<file path="src/rtl/stream_rr_arbiter_if.sv">
// rtl/stream_rr_arbiter_if.sv - valid/ready bundle joining N_INP upstream streams, the arbiter and its downstream sink
interface stream_rr_arbiter_if #(
   parameter type DATA_T = logic [31:0],
   parameter int  N_INP  = 2
);

   // Upstream side: one payload/valid/ready triple per input stream.
   DATA_T [N_INP-1:0] inp_data_i;
   logic  [N_INP-1:0] inp_valid_i;
   logic  [N_INP-1:0] inp_ready_o;

   // Downstream side: the single merged stream.
   DATA_T             oup_data_o;
   logic              oup_valid_o;
   logic              oup_ready_i;

   // Arbiter view: consumes upstream valid/data and downstream ready.
   modport slave (
      input  inp_data_i,
      input  inp_valid_i,
      input  oup_ready_i,
      output inp_ready_o,
      output oup_data_o,
      output oup_valid_o
   );

   // Environment view: drives the streams into the arbiter.
   modport master (
      output inp_data_i,
      output inp_valid_i,
      output oup_ready_i,
      input  inp_ready_o,
      input  oup_data_o,
      input  oup_valid_o
   );

endinterface

</file>
<file path="src/rtl/stream_rr_arbiter.sv">
// rtl/stream_rr_arbiter.sv - zero-latency round-robin merge of N_INP valid/ready streams; STREAM_ARBITER_ASSERT_EN enables protocol checks
module stream_rr_arbiter #(
   parameter type DATA_T = logic [31:0],
   parameter int  N_INP  = 2
) (
   input  logic               clk_i,
   input  logic               rst_ni,
   stream_rr_arbiter_if.slave bus
);

   localparam int PTR_W = (N_INP > 1) ? $clog2(N_INP) : 1;

   typedef logic [PTR_W-1:0] idx_t;

   // Registered state: rotation pointer plus the stall lock.
   idx_t ptr_q;
   idx_t ptr_d;
   logic lock_q;
   logic lock_d;
   idx_t lock_idx_q;
   idx_t lock_idx_d;

   // Combinational arbitration results.
   logic any_valid;
   logic locked_valid;
   logic lock_hold;
   logic hi_found;
   idx_t hi_idx;
   logic lo_found;
   idx_t lo_idx;
   idx_t grant;
   logic handshake;
   logic stall;

   // Valid of the locked input; the loop keeps every index a constant.
   always_comb begin
      locked_valid = 1'b0;
      for (int i = 0; i < N_INP; i++) begin
         if (idx_t'(i) == lock_idx_q) begin
            locked_valid = bus.inp_valid_i[i];
         end
      end
   end

   // Round-robin search: lowest valid index at or above ptr, else lowest valid overall (wrap).
   always_comb begin
      hi_found = 1'b0;
      hi_idx   = ptr_q;
      lo_found = 1'b0;
      lo_idx   = ptr_q;
      for (int i = N_INP - 1; i >= 0; i--) begin
         if (bus.inp_valid_i[i]) begin
            lo_found = 1'b1;
            lo_idx   = idx_t'(i);
            if (idx_t'(i) >= ptr_q) begin
               hi_found = 1'b1;
               hi_idx   = idx_t'(i);
            end
         end
      end
   end

   // Grant: a held lock wins while its input stays valid, otherwise the round-robin pick.
   always_comb begin
      any_valid = |bus.inp_valid_i;
      lock_hold = lock_q & locked_valid;
      grant     = ptr_q;
      if (lock_hold) begin
         grant = lock_idx_q;
      end else if (hi_found) begin
         grant = hi_idx;
      end else if (lo_found) begin
         grant = lo_idx;
      end
      handshake = any_valid & bus.oup_ready_i;
      stall     = any_valid & ~bus.oup_ready_i;
   end

   // Output payload/valid; depends only on valids, data and state, never on oup_ready_i.
   always_comb begin
      bus.oup_valid_o = any_valid;
      bus.oup_data_o  = '0;
      for (int i = 0; i < N_INP; i++) begin
         if (any_valid && (idx_t'(i) == grant)) begin
            bus.oup_data_o = bus.inp_data_i[i];
         end
      end
   end

   // Per-input ready: only the granted input sees the downstream ready.
   always_comb begin
      bus.inp_ready_o = '0;
      for (int i = 0; i < N_INP; i++) begin
         bus.inp_ready_o[i] = handshake & (idx_t'(i) == grant);
      end
   end

   // Next state: rotate past the winner on handshake, lock the winner while stalled.
   always_comb begin
      ptr_d      = ptr_q;
      lock_d     = lock_q;
      lock_idx_d = lock_idx_q;
      if (handshake) begin
         ptr_d  = (grant == idx_t'(N_INP - 1)) ? '0 : grant + idx_t'(1);
         lock_d = 1'b0;
      end else if (stall) begin
         lock_d     = 1'b1;
         lock_idx_d = grant;
      end else begin
         // Nothing requesting: a lock whose input vanished is stale.
         lock_d = 1'b0;
      end
   end

   // State register; reset discards any pending lock.
   always_ff @(posedge clk_i or negedge rst_ni) begin
      if (!rst_ni) begin
         ptr_q      <= '0;
         lock_q     <= 1'b0;
         lock_idx_q <= '0;
      end else begin
         ptr_q      <= ptr_d;
         lock_q     <= lock_d;
         lock_idx_q <= lock_idx_d;
      end
   end

`ifdef STREAM_ARBITER_ASSERT_EN
   if (N_INP < 1) begin : g_bad_n_inp
      $fatal(1, "stream_rr_arbiter: N_INP must be at least 1");
   end

   for (genvar gi = 0; gi < N_INP; gi++) begin : g_inp_chk
      // A pending upstream request must be held with a stable payload.
      assert property (@(posedge clk_i) disable iff (!rst_ni)
         (bus.inp_valid_i[gi] && !bus.inp_ready_o[gi])
            |=> (bus.inp_valid_i[gi] && $stable(bus.inp_data_i[gi])))
      else $error("stream_rr_arbiter: input %0d dropped valid or changed data while waiting", gi);
   end

   // A stalled output must present the same payload next cycle.
   assert property (@(posedge clk_i) disable iff (!rst_ni)
      (bus.oup_valid_o && !bus.oup_ready_i) |=> $stable(bus.oup_data_o))
   else $error("stream_rr_arbiter: output payload changed while stalled");

   // At most one input is accepted per cycle.
   assert property (@(posedge clk_i) disable iff (!rst_ni)
      $onehot0(bus.inp_ready_o))
   else $error("stream_rr_arbiter: more than one inp_ready_o asserted");
`endif

endmodule

</file>
<file path="src/flat_wrapper.sv">
// flat-port wrapper written by rule: the top's interface ports become plain ports
module stream_rr_arbiter_flat 
#(
   parameter type DATA_T = logic [31:0],
   parameter int  N_INP  = 2
)
  (clk_i, rst_ni, bus_inp_data_i, bus_inp_valid_i, bus_oup_ready_i, bus_inp_ready_o, bus_oup_data_o, bus_oup_valid_o);
  stream_rr_arbiter_if #(.DATA_T(DATA_T), .N_INP(N_INP)) bus_i ();
  input  logic clk_i;
  input  logic rst_ni;
  input wire logic [$bits(bus_i.inp_data_i)-1:0] bus_inp_data_i;
  input wire logic [$bits(bus_i.inp_valid_i)-1:0] bus_inp_valid_i;
  input wire logic [$bits(bus_i.oup_ready_i)-1:0] bus_oup_ready_i;
  output wire logic [$bits(bus_i.inp_ready_o)-1:0] bus_inp_ready_o;
  output wire logic [$bits(bus_i.oup_data_o)-1:0] bus_oup_data_o;
  output wire logic [$bits(bus_i.oup_valid_o)-1:0] bus_oup_valid_o;
  assign bus_i.inp_data_i = bus_inp_data_i;
  assign bus_i.inp_valid_i = bus_inp_valid_i;
  assign bus_i.oup_ready_i = bus_oup_ready_i;
  assign bus_inp_ready_o = bus_i.inp_ready_o;
  assign bus_oup_data_o = bus_i.oup_data_o;
  assign bus_oup_valid_o = bus_i.oup_valid_o;
  stream_rr_arbiter #(.DATA_T(DATA_T), .N_INP(N_INP)) u_core (.clk_i(clk_i), .rst_ni(rst_ni), .bus(bus_i));
endmodule
</file>
<file path="config.mk">
export PLATFORM = sky130hd
export DESIGN_NAME = stream_rr_arbiter_flat
export DESIGN_NICKNAME = d
export VERILOG_FILES = /design/src/rtl/stream_rr_arbiter_if.sv /design/src/rtl/stream_rr_arbiter.sv /design/src/flat_wrapper.sv
export SDC_FILE = /design/constraint.sdc
export NUM_CORES = 1
export LEC_CHECK = 0
export CELL_PAD_IN_SITES_DETAIL_PLACEMENT = 0
export CELL_PAD_IN_SITES_GLOBAL_PLACEMENT = 1
export CORE_MARGIN = 5
export CORE_UTILIZATION = 12
export CTS_BUF_LIST = sky130_fd_sc_hd__clkbuf_8
export DETAILED_ROUTE_END_ITERATION = 10
export MAX_ROUTING_LAYER = met4
export PLACE_DENSITY = 0.87
export SETUP_SLACK_MARGIN = 0.4
export SYNTH_ARGS = -nofsm -noshare
export SYNTH_HDL_FRONTEND = slang
export SYNTH_SLANG_ARGS = --single-unit
</file>
<file path="constraint.sdc">
create_clock -name clk_i -period 2.7 [get_ports clk_i]
set_input_delay 0.54 -clock clk_i [delete_from_list [all_inputs] [get_ports clk_i]]
set_output_delay 0.54 -clock clk_i [all_outputs]
set_load 0.02 [all_outputs]
</file>
==> reports/summary.txt <==
total track usage -> 10.3%
skew final -> 1.28 ps
Fillers -> 460
CTS buffer count -> 3
H-tree levels -> 1
root buf cell -> clkbuf_8
most frequent cells in the layout -> 66 x clkdlybuf4s50_1, 32 x a22o_1, 25 x buf_4
outcome -> completed
Worst Setup SP -> u_core.lock_q$_DFF_PN0_
initial antenna violation count -> 0
worst slew pin tran -> 214 ps
Crit path buffers/inverters -> 4
Layout Nets -> 247
CP Data Required Time -> 2160 ps
Synth Register Bits -> 3
Max-cap violations -> 0
Worst-path clk slew -> 30 ps
setup tns final -> 0 ps
Slew Viols, Final -> 0
Min-Delay Path Class -> input port to async pin
met3 GRT Util -> 3.43%
total power -> 0.653 mW
# diodes -> 0
period utilization -> 84.0%
Max IR drop VDD -> 180 uV
final setup violation count -> 0
GR met2 Demand/Resource -> 18.0%
Worst Path Max Fanout -> 6
final hold vios -> 0
synthesized area -> 528 um2
CTS Sinks -> 3
syn nets -> 127
TritonCTS clock tree -> done
global routing's busiest layer -> met2
Pwr Density -> 362 mW/mm2
Routed wire per std cell -> 13.9 um
Max clock buf depth -> 2
critical path class -> flop to primary output
port bufs -> 103
Max Clk Rate -> 0.441 GHz
Top-Level Pins -> 104
vias per cell -> 4.17
CP Capture Type -> primary output
total grt overflow -> 0
Layout Cells excl Fill -> 229
sequential area share after synthesis -> 14.2%
die area -> 0.00583 mm2
dpl cells -> 213
worst-path cell chain -> mux2_4, a21oi_4, buf_12, buf_12, buf_16, a22o_1, buf_6
DP Area -> 0.00163 mm2
DRT Pass-1 Iters -> 4
hold_buf cts -> 0
Placer Congestion -> 0.771
Crit path top cell by count -> buf_12
Final Core Density -> 41.7%
CORE AREA -> 0.00432 mm2
Skew-Pair Late Insertion Delay -> 220 ps
CP max stage delay -> 380 ps
Initial DRC Count -> 16
RSZ-0062 raised after global routing -> yes
post-route cell area -> 0.00180 mm2
setup ws final -> 432 ps
share of layout cells above drive strength 1 -> 33.9%
Starting Density -> 12.2%
Worst Setup Start Kind -> flop
P&R area growth vs syn -> 242%
Synth Instances -> 58
unique cell type count in the Yosys netlist -> 15
die height -> 76.3 um
largest net degree at the start of global routing -> 28
Synth Warn # -> 0
WHS -> 501 ps
minimum clock period -> 2270 ps
reg2reg start -> u_core.lock_q$_DFF_PN0_
first-pass GRT wire length -> 4840 um
Max stage delay cell, worst path -> dfrtp_1
Die Width -> 76.3 um
Routed Antenna Nets -> 0
family with the most delay on the worst path -> buffers and inverters
met1 Usage GRT -> 11.5%
Residual DRC -> 0
drt total wl -> 3190 um
Slew Limit Headroom -> 85.8%
Avg Inst Size Synth -> 9.10 um2
post-place setup slack -> -87.9 ps
Lkg Pwr -> 0.824 nW
vias in the first global route -> 997
Crit path arrival time -> 1730 ps
most common cell after layout, fill and taps aside -> clkdlybuf4s50_1
Rows -> 24
dpl hpwl -> 2430 um
via count -> 954
[state kept, by name (all words and copies together) (netlist names)]
register and flops:
u_core.ptr_q 1, u_core.lock_idx_q 1, u_core.lock_q 1
[metal layers]
layer	vias to the layer above	part of all wire, %	routed length, um
met5	-	0	0
met4	0	0.53	17
met3	2	9.4	300
met2	58	50	1590
met1	415	40	1290
li1	479	-	-
[final timing paths]
kind | slack (ps) | end | cells after the start
setup / recovery | 430 | bus_oup_data_o[10] | 7
hold / removal | 500 | u_core.lock_idx_q$_DFFE_PN0P_ | 1
setup reg to reg | 1370 | u_core.ptr_q$_DFFE_PN0P_ | 4
hold reg to reg | 550 | u_core.ptr_q$_DFFE_PN0P_ | 2
max in group asynchronous | 2060 | u_core.lock_q$_DFF_PN0_ | 1
min in group clk_i | 550 | u_core.ptr_q$_DFFE_PN0P_ | 2
[cell families after synthesis]
kind of cell | synth area share (%)
mux | 4.74
compound gates | 61.1
simple gates | 5.69
flops | 14.2
buf+inv | 14.2
[area by class of cell]
class	instances	area, um2	area share [%]
clock buffers	3	41.3	2.29
clock inverters	1	3.75	0.208
inverters	2	7.51	0.416
multi-input cells	46	385	21.4
flip-flops and latches	3	75.1	4.16
well taps	52	65.1	3.61
repair buffers	122	1230	68.0
[synth_stat cells]
library cell,instances,area share [%]
mux2_4,1,2.8
a21oi_2,1,1.7
dfrtp_1,3,14
buf_6,4,8.5
inv_1,2,1.4
o22ai_1,1,1.2
a22o_1,32,53
or2_2,1,1.2
mux2i_1,1,1.9
and2_1,2,2.4
nor2_1,1,0.71
a21oi_1,4,3.8
nor3b_1,1,1.4
o21a_1,1,1.4
buf_4,3,4.3
[power by group]
group	switching, mW	leakage, nW	internal (mW)
Clock	0.0328	0.0269	0.0970
Combinational	0.188	0.762	0.280
Sequential	0.00370	0.0353	0.0515
[timing repair]
action | 4_1_cts | 5_1_grt
buffers inserted | 7 | 2
cloned | 3 | 0
setup endpoints to repair | 35 | 27
pin swaps | 11 | 1
resized for setup | 170 | 10
(Power assumes the default switching activity.)
